==> config.mk <==
export PLATFORM = sky130hd
export DESIGN_NAME = instr_fetch_ctrl
export DESIGN_NICKNAME = d
export VERILOG_FILES = /design/src/rtl/instr_fetch_ctrl.sv
export SDC_FILE = /design/constraint.sdc
export NUM_CORES = 1
export LEC_CHECK = 0
export ABC_AREA = 0
export CORE_UTILIZATION = 30
export DETAILED_ROUTE_END_ITERATION = 7
export GPL_TIMING_DRIVEN = 0
export PLACE_DENSITY = 0.63
export RECOVER_POWER = 25
export SLEW_MARGIN = 10
export SYNTH_ARGS = -nofsm -noshare
export SYNTH_HDL_FRONTEND = slang
export SYNTH_SLANG_ARGS = --single-unit
==> constraint.sdc <==
create_clock -name clk -period 4.8 [get_ports clk]
set_clock_uncertainty 0.05 [all_clocks]
set_input_delay 0.72 -clock clk [delete_from_list [all_inputs] [get_ports clk]]
set_output_delay 0.72 -clock clk [all_outputs]
set_load 0.01 [all_outputs]
==> src/rtl/instr_fetch_ctrl.sv <==
// Instruction fetch: one outstanding imem request feeding a DEPTH-entry prefetch FIFO; 1-cycle gnt->req turnaround, stops requesting when the FIFO would be full.
// Optional macro FETCH_STATS_EN adds a saturating stall_cnt output (fetch_en && instr_ready && !instr_valid).
module instr_fetch_ctrl #(
  parameter logic [31:0] RESET_PC = 32'h0000_0000,
  parameter int          DEPTH    = 2
) (
  input  logic        clk,
  input  logic        rst_n,
  input  logic        fetch_en,
  output logic        imem_req,
  output logic [31:0] imem_addr,
  input  logic        imem_gnt,
  input  logic        imem_rvalid,
  input  logic [31:0] imem_rdata,
  output logic        instr_valid,
  input  logic        instr_ready,
  output logic [31:0] instr_code,
  output logic [31:0] instr_pc,
  input  logic        redirect,
  input  logic [31:0] redirect_pc,
  output logic        misalign_err
`ifdef FETCH_STATS_EN
  ,
  output logic [31:0] stall_cnt
`endif
);

  localparam int AW = $clog2(DEPTH);
  typedef logic [AW-1:0] ptr_t;
  typedef logic [AW:0]   cnt_t;
  localparam cnt_t DEPTH_C = cnt_t'(DEPTH);

  typedef enum logic [1:0] {IDLE, REQ, WAIT, DROP} state_t;

  state_t      state, state_nxt;
  logic [31:0] pc, pc_nxt, issued_pc;
  logic [31:0] mem_code [DEPTH];
  logic [31:0] mem_pc   [DEPTH];
  ptr_t        rd_ptr, wr_ptr;
  cnt_t        count, count_nxt;
  logic        push, pop, can_fetch;

  assign instr_valid = (count != '0);
  assign instr_code  = instr_valid ? mem_code[rd_ptr] : '0;
  assign instr_pc    = instr_valid ? mem_pc[rd_ptr]   : '0;
  assign imem_req    = (state == REQ);
  assign imem_addr   = pc;

  // Redirect outranks both FIFO operations: the flush wins over a same-cycle pop or push.
  assign pop  = instr_valid && instr_ready && !redirect;
  assign push = (state == WAIT) && imem_rvalid && !redirect && ((count != DEPTH_C) || pop);

  always_comb begin
    count_nxt = count;
    if (redirect)
      count_nxt = '0;
    else if (push && !pop)
      count_nxt = count + cnt_t'(1);
    else if (pop && !push)
      count_nxt = count - cnt_t'(1);
  end

  // Free-slot test uses end-of-cycle occupancy so a response filling the last slot never leaves a request parked.
  assign can_fetch = fetch_en && (count_nxt < DEPTH_C);

  always_comb begin
    state_nxt = state;
    pc_nxt    = pc;
    case (state)
      IDLE: if (can_fetch) state_nxt = REQ;
      REQ: begin
        if (imem_gnt) begin
          state_nxt = redirect ? DROP : WAIT;
          pc_nxt    = pc + 32'd4;
        end
      end
      WAIT: begin
        if (redirect)
          state_nxt = imem_rvalid ? (can_fetch ? REQ : IDLE) : DROP;
        else if (imem_rvalid)
          state_nxt = can_fetch ? REQ : IDLE;
      end
      DROP: if (imem_rvalid) state_nxt = can_fetch ? REQ : IDLE;
      default: state_nxt = IDLE;
    endcase
    if (redirect) pc_nxt = {redirect_pc[31:2], 2'b00};
  end

  always_ff @(posedge clk or negedge rst_n) begin
    if (!rst_n) begin
      state        <= IDLE;
      pc           <= RESET_PC;
      issued_pc    <= RESET_PC;
      rd_ptr       <= '0;
      wr_ptr       <= '0;
      count        <= '0;
      misalign_err <= 1'b0;
    end else begin
      state        <= state_nxt;
      pc           <= pc_nxt;
      count        <= count_nxt;
      misalign_err <= redirect && (redirect_pc[1:0] != 2'b00);
      if ((state == REQ) && imem_gnt) issued_pc <= pc;
      if (redirect) begin
        rd_ptr <= '0;
        wr_ptr <= '0;
      end else begin
        if (push) wr_ptr <= wr_ptr + ptr_t'(1);
        if (pop)  rd_ptr <= rd_ptr + ptr_t'(1);
      end
    end
  end

  // Storage needs no reset: the head outputs are masked while the FIFO is empty.
  always_ff @(posedge clk) begin
    if (push) begin
      mem_code[wr_ptr] <= imem_rdata;
      mem_pc[wr_ptr]   <= issued_pc;
    end
  end

`ifdef FETCH_STATS_EN
  always_ff @(posedge clk or negedge rst_n) begin
    if (!rst_n)
      stall_cnt <= '0;
    else if (fetch_en && instr_ready && !instr_valid && (stall_cnt != 32'hFFFF_FFFF))
      stall_cnt <= stall_cnt + 32'd1;
  end
`endif

endmodule

[After elaboration in Yosys (flattened, before gate mapping)]
Memory sizes are Yosys's and may differ from the RTL's.
Index checks and enable logic that the tools add are counted.
Storage, ports and cells
  memories: 2
  register bits after elaboration: 71
  memory bits (writable): 128
Cells by class
  magnitude comparators: 1
  equality and inequality tests: 6
  muxes and demuxes: 22
  add/sub/neg operators: 5
  reduce and logical (&&, ||, !) cells: 23
Memories
  mem_code: depth 2, bits a word 32, rd ports 1, clocked after Yosys merged registers in 0, wr ports 1, RTL line 37  | logic [31:0] mem_code [DEPTH];
  mem_pc: depth 2, bits a word 32, rd ports 1, clocked after Yosys merged registers in 0, wr ports 1, RTL line 38  | logic [31:0] mem_pc [DEPTH];
Operator list (count)
  $mux W32: 5
  $add A32 B3 Y32 const B: 1
  $mux W2: 8
  $reduce_bool A2 Y1: 6
  $logic_and A1 B1 Y1: 10
  $mux W1: 8
  $pmux W2 S4: 1
  $eq A2 B2 Y1 const B: 2
  $ne A2 B2 Y1 const B: 2
  $reduce_and A2 Y1: 2
  $logic_not A1 Y1: 3
  $add A1 B1 Y1 const B: 2
  $add A2 B1 Y2 const B: 1
  $eq A2 B1 Y1 const B: 1
  $logic_not A2 Y1: 1
  $lt A2 B2 Y1 const B: 1
  $ne A2 B1 Y1 const B: 1
  $sub A2 B1 Y2 const B: 1
  $logic_or A1 B1 Y1: 1

[Depth between registers and ports, before layout]
Gate-level depths: netlist (run 1).
  depth in word-level cells: 16
  gate-level depth with buffers: 8
  depth with buffers taken out: 7

[Least setup slack after synthesis (run 1)]
Ideal clock, no wire load.
  kind: input to register
  start point: input redirect
  end point: memory mem_code[0][0], enable pin
  stages: 3
  arrival: 3822 ps
  required time: 4268 ps
  buffers on the path: 0
  path slack: 446 ps
  cells stage by stage: nand4bb_1 -> a21o_1 -> nor2_1
On the way
  word-level cells in the longest chain between the ends: 6
Ends and longest elaborated chain
  from (decl): RTL line 19  | input logic redirect,
  $logic_not A1 Y1 (*): RTL line 50, 51
  $logic_and A1 B1 Y1: RTL line 50  | assign pop = instr_valid && instr_ready && !redirect;
  $logic_or A1 B1 Y1: RTL line 51  | assign push = (state == WAIT) && imem_rvalid && !redirect && ((count != DEPTH_C) || pop);
  $logic_and A1 B1 Y1 (*): RTL line 51
  $mux W1 (*): RTL line 116  | if (push) begin
  $mux W1 (implied by the code) (*): RTL line 117  | mem_code[wr_ptr] <= imem_rdata;
  to (decl): RTL line 37
Mark *: on every way between the ends. The rest lies on a longest branch, timed or not.

[Worst setup path in the final report (run 1)]
  start point: register count[0]
  end point: output instr_pc[9]
On the way
  word-level cells in the longest chain between the ends: 2
Ends and longest elaborated chain
  from (decl): RTL line 40  | cnt_t count, count_nxt;
  from (signal assigned): RTL line 101  | count <= count_nxt;
  $reduce_bool A2 Y1: RTL line 43  | assign instr_valid = (count != '0);
  $mux W32: RTL line 45  | assign instr_pc = instr_valid ? mem_pc[rd_ptr] : '0;
  to (decl): RTL line 18  | output logic [31:0] instr_pc,
No other way between the ends.

==> impl_metrics.toml, run 1 <==
[run_status]
status = "finished clean"

[timing]
worstMarginPinSlew_ns = 0.7981
max_slew_margin_pct = 46.67
min_period_ns = 3.590
setup-violations-final = 0
hold_violations = 0
slew_viol_final = 0
fin_tns_setup_ns = 0
max_freq_mhz = 278.6
fin_crit_sh_pct = 74.79
rsz0062_at_grt = "no"

[clocking]
clk_latency_ns = 0.43
root_buffer = "clkbuf_16"
numCtsBuffers = 17
cts_setup_buffers = 0
ctsHtreeMaxLevel = 4
clock-sinks = 191
post_cts_resized = 0
clk_pin_slew_ns = 0.07
tritoncts = "done"
clockBufferDepth = 2
postCtsHoldBufs = 0

[global_routing]
use_met3_pct = 2.888
grt_pass1_vias = 5112
antenna_found_initial = 0
gr-total-overflow = 0
grtUsageMet1_pct = 18.93
grt-busiest-layer = "met2"
met2_usage_pct = 22.38
grt_pass1_wl_mm = 28.56
track_usage_pct = 14.01
grt_max_degree = 60

[synthesis]
syn_avg_cell_area_sq_um = 12.65
ys_seq_area_share_pct = 67.85
synth_area_leader_cell = "edfxtp_1"
synthTopCellsByArea = "edfxtp_1 (47%), dfrtp_1 (21%), mux2i_1 (8.0%)"
synthFlopType = "edfxtp_1"
syn_inst = 629
yosysWarningCount = 0
synthesis.area_sq_mm = 0.007959
synth_common_cells = "nand2_1 (126), edfxtp_1 (124), nor2_1 (76)"
async_reset_ff_share_pct = 35.08
ys_ff_latch = 191
synth_top_area_share_pct = 46.79
synth-edff-count = 124
ys_types = 44
synth.most_common_cell = "nand2_1"

[critical_path]
crit_family = "buffers and inverters"
crit_slowest_cell = "clkbuf_1"
timing.rr.start = "count[1]"
reg2reg_setup_slack_ns = 2.09
cp.arrival_ns = 2.82
startpoint_type = "flop"
max_stage_delay_ns = 0.55
rr_endpoint = "mem_code[1][30]"
cp_cell_sequence = "inv_1 -> ha_1 -> clkbuf_1 -> clkbuf_1 -> nor2_1 -> clkdlybuf4s50_1"
cp.required_ns = 4.03
crit_buf_inv = 4
critical_path_class = "flop to output pin"
rr_worst_depth = 8
end_kind = "output pin"
cpMostUsedCell = "clkbuf_1"
crit_fanout = 10

[floorplanning]
initial_core_util_pct = 30.54
core-area_sq_mm = 0.02606
die_w_microns = 164.9
die_area_sq_mm = 0.02719
io_pins = 170
num_rows = 59
die_h_microns = 164.9

[layout]
final_area_sq_mm = 0.01081
area_growth_pct = 35.78
final_cells = 1169
diodes = 0
final_core_util_pct = 41.47
drive_above_1_share_pct = 8.153
final_nets = 895

[power]
p_leak_nw = 3.913
power_mw = 5.628
max-vdd-ir-drop_mv = 0.2109
power.density_mw_per_mm2 = 520.8

[place]
place_inst = 1137
place_hpwl_mm = 13.35
place_area_sq_mm = 0.01018
port_buffers = 165
place.gp.congestion = 0.7522

[detailed_routing]
wl_per_cell_microns = 15.67
wl_mm = 18.32
ant_nets = 0
drt_first_pass_iters = 4
drt_first_iter_violations = 246
route.detailed.drc = 0
viasPerCell = 4.457
vias = 5210

[flow_run]
cap_viol_max_count = 0

[hold_path]
min_path_type = "input pin to asynchronous set/reset pin"
[metrics by stage]
stage	setup WS [ns]	hold slack, ns
CTS	1.039	0.04920
floorplan	0.4459	0.3744
global route	0.9542	0.2782
finish	1.210	0.2478
detailed placement	1.514	0.4077
global placement	-1.828	0.4030
[layout by cell type (no fill, tap or decap), types with 10 or more instances in the layout]
cell / n
mux2i_1: 64
xor2_1: 11
dfrtp_1: 67
nand4_1: 10
clkbuf_16: 17
edfxtp_1: 124
o21ai_1: 11
buf_2: 10
clkdlybuf4s50_1: 164
nand2_1: 126
o21ai_0: 22
clkbuf_1: 18
xnor2_1: 20
nor2_1: 74
[worst max path at each step]
| stage | start | endpoint | slack, ns | depth (start not counted) |
|---|---|---|---|---|
| 2_1_floorplan | redirect | mem_code[0][0] | 0.45 | 3 |
| 3_3_place_gp | redirect | mem_code[1][29] | -1.83 | 4 |
| 3_5_place_dp | count[0] | instr_pc[9] | 1.51 | 6 |
| 4_1_cts | count[0] | instr_pc[9] | 1.04 | 6 |
| 5_1_grt | count[1] | instr_pc[9] | 0.95 | 6 |
| 6_report | count[0] | instr_pc[9] | 1.21 | 6 |
[power by group]
part / switching (mW) / internal (mW)
registers: 0.168 / 2.03
clock network: 0.643 / 0.855
logic: 1.00 / 0.933
[cell families (layout without fill, tap and decap cells)]
| kind of cell | after synthesis | after routing | synth area share [%] |
|---|---|---|---|
| AO/OA/AOI/OAI | 44 | 44 | 3.003 |
| multiplexers | 66 | 66 | 8.332 |
| AND/OR/NAND/NOR | 253 | 253 | 14.56 |
| buffers and inverters | 40 | 242 | 2.327 |
| flip-flops | 191 | 191 | 67.85 |
| adder cells (fa/ha/maj) | 3 | 3 | 0.4717 |
| other | 1 | 4 | 0.04712 |
| XOR/XNOR | 31 | 31 | 3.411 |
[sequential cells by signal, summed over array words and instances, names as in the netlist]
register and flops:
issued_pc 30, state 2, rd_ptr 1, mem_code 64, count 2, imem_addr 30
misalign_err 1, mem_pc 60, wr_ptr 1
[routing by layer]
layer,part of all wire (%),up-vias
met5,0,-
met4,1.3,0
met3,4.5,12
met2,48,129
met1,47,2493
li1,-,2576
[final cells by class]
cell class                 instances  area, sq um
multi-input combinational        401         2400
clock inverter                    14        195.2
buffer                            33        158.9
clock buffer                      18        439.2
tap                              335        419.2
sequential                       191         5400
inverter                           7        26.28
timing repair buffer             170         1768
fill                            2478        15250
Power figures use the tool's default switching activity.
==> run 2: changes to the inputs <==
Settings changed: PLACE_DENSITY 0.63 to 0.65.
Clock period 4.8 ns to 3.3 ns, I/O delays scaled along.
==> impl_metrics.toml, run 2 (synthesized netlist as in run 1, its figures left out) <==
[run_status]
status = "finished clean"

[critical_path]
rr_worst_depth = 8
timing.rr.start = "count[1]"
rr_endpoint = "mem_code[0][25]"
cp.required_ns = 2.75
crit_buf_inv = 3
startpoint_type = "flop"
end_kind = "output pin"
cp_cell_sequence = "inv_1 -> ha_1 -> clkbuf_1 -> nor2_1 -> clkdlybuf4s50_1"
reg2reg_setup_slack_ns = 0.75
critical_path_class = "flop to output pin"
crit_family = "buffers and inverters"
crit_slowest_cell = "clkdlybuf4s50_1"
crit_fanout = 10
cp.arrival_ns = 2.46
max_stage_delay_ns = 0.51

[power]
p_sw_share_pct = 32.99
pwr-share-comb_pct = 34.8
max-vdd-ir-drop_mv = 0.3213
internal_power_mw = 5.365
pwr-share-seq_pct = 40.0
power.density_mw_per_mm2 = 744.7
switchingPower_mw = 2.641
pwr-share-clk_pct = 25.2
p_leak_nw = 3.904
power_mw = 8.006

[floorplanning]
die_h_microns = 164.9
initial_core_util_pct = 30.54
io_pins = 170
num_rows = 59
die_area_sq_mm = 0.02719
die_w_microns = 164.9
core-area_sq_mm = 0.02606

[detailed_routing]
drt_first_pass_iters = 4
wl_mm = 18.24
ant_nets = 0
vias = 5158
wl_per_cell_microns = 15.62
viasPerCell = 4.416
drt_first_iter_violations = 281
route.detailed.drc = 0

[timing]
min_period_ns = 3.008
whs_ns = 0.4253
rsz0062_at_grt = "no"
setup-violations-final = 0
max_freq_mhz = 332.5
fin_ws_ns = 0.2923
worstMarginPinSlew_ns = 0.5575
max_slew_margin_pct = 62.55
hold_violations = 0
slew_viol_final = 0
fin_crit_sh_pct = 91.14

[global_routing]
gr-total-overflow = 0
grt_pass1_wl_mm = 28.21
grt_max_degree = 63
grt_pass1_vias = 4935
antenna_found_initial = 0
track_usage_pct = 13.89

[clocking]
clockBufferDepth = 2
clk_pin_slew_ns = 0.08
ctsHtreeMaxLevel = 4
tritoncts = "done"
clock-sinks = 191
numCtsBuffers = 17
cts_setup_buffers = 0
root_buffer = "clkbuf_16"
clk_latency_ns = 0.43

[layout]
area_growth_pct = 35.07
largest_register_ffs = 64
final_common_cell = "clkdlybuf4s50_1"
fillerInstances = 2444
largest_register = "mem_code"
final_cell_mix = "clkdlybuf4s50_1 (137), nand2_1 (126), edfxtp_1 (124), nor2_1 (74), dfrtp_1 (67)"
final_core_util_pct = 41.25
drive_above_1_share_pct = 8.283
largestRegisters = "mem_code: 64 flops, mem_pc: 60 flops"
final_nets = 894
diodes = 0

[hold_path]
min_path_type = "flop to flop"
holdPathStages = 0
min_from = "issued_pc[3]"
hold_end = "mem_pc[1][3]"

[place]
place_hpwl_mm = 13.30
port_buffers = 165
place.gp.congestion = 0.8288
dpl_worst_slack_ns = 0.3343

[flow_run]
cap_viol_max_count = 0
==> run 2: changes by cell type in the layout (fill, tap and decap cells not counted), sizes merged <==
cell / before / now
dlygate4sd3: 0 / 28
clkdlybuf4s50: 164 / 137
bufinv: 3 / 0
clkinv: 2 / 3
clkinvlp: 2 / 1
inv: 14 / 15
==> run 2: through the flow <==
step / TNS [ns] / area [sq um] / std cells
3_5_place_dp: 0 / 10170 / 1137
2_1_floorplan: -122.52 / 7970 / 632
5_1_grt: 0 / 10750 / 1168
6_report: 0 / 10750 / 1168
3_3_place_gp: -426.61 / 10040 / 1132
4_1_cts: 0 / 10760 / 1169
==> run 2: how the worst max path moves through the flow <==
stage                            from              end  slack, ns  depth (start not counted)
after global placement    imem_rvalid  mem_code[0][26]      -3.08                          4
after CTS                    count[1]     instr_pc[10]       0.02                          5
after floorplan              count[1]   mem_code[0][0]      -0.99                          7
after detailed placement  imem_rvalid  mem_code[0][27]       0.33                          6
final                        count[1]    instr_code[0]       0.29                          5
after global routing         count[1]    instr_code[1]       0.02                          5
==> run 2: repair_timing <==
action	in CTS	in global routing
hold endpoints to repair	5	0
hold buffers	1	0
resized for setup	0	2
endpoints found under the setup margin	23	9
==> run 2: final cells by class <==
type | count | area (sq um) | area share (%)
Clock buffer | 20 | 469.2 | 4.365
Buffer | 31 | 152.6 | 1.420
Timing Repair Buffer | 171 | 1770 | 16.47
Tap cell | 335 | 419.2 | 3.899
Sequential cell | 191 | 5400 | 50.23
Inverter | 7 | 26.28 | 0.2444
Clock inverter | 12 | 112.6 | 1.047
Multi-Input combinational cell | 401 | 2400 | 22.32
==> run 2: power groups by stage <==
stage,combinational [mW],sequential [mW],clock [mW]
final,2.78,3.20,2.02
after CTS,2.89,3.18,2.07
after global placement,2.84,3.23,0
after global routing,3.07,3.26,2.16
after detailed placement,2.88,3.23,0
after floorplan,1.45,3.18,0
==> run 2: layer usage <==
metal	global-route usage, %	routed length (microns)
met3	3.014	760
met1	19.37	8914
met4	4.420	242
met2	21.41	8323
met5	0	0
==> run 2: worst reg2reg max path, cell delays in order, from the launching register on <==
cell	delay [ns]
dfrtp_1	0.40
inv_1	0.07
ha_1	0.36
inv_1	0.15
nand2_1	0.09
a21o_1	0.26
nor2_4	0.37
buf_12	0.25
buf_12	0.22
==> run 3: changes to the inputs <==
Settings changed: HOLD_SLACK_MARGIN set to 0.03.
==> results of run 3 <==
Final layout, timing and power as in run 2 (identical DEF).
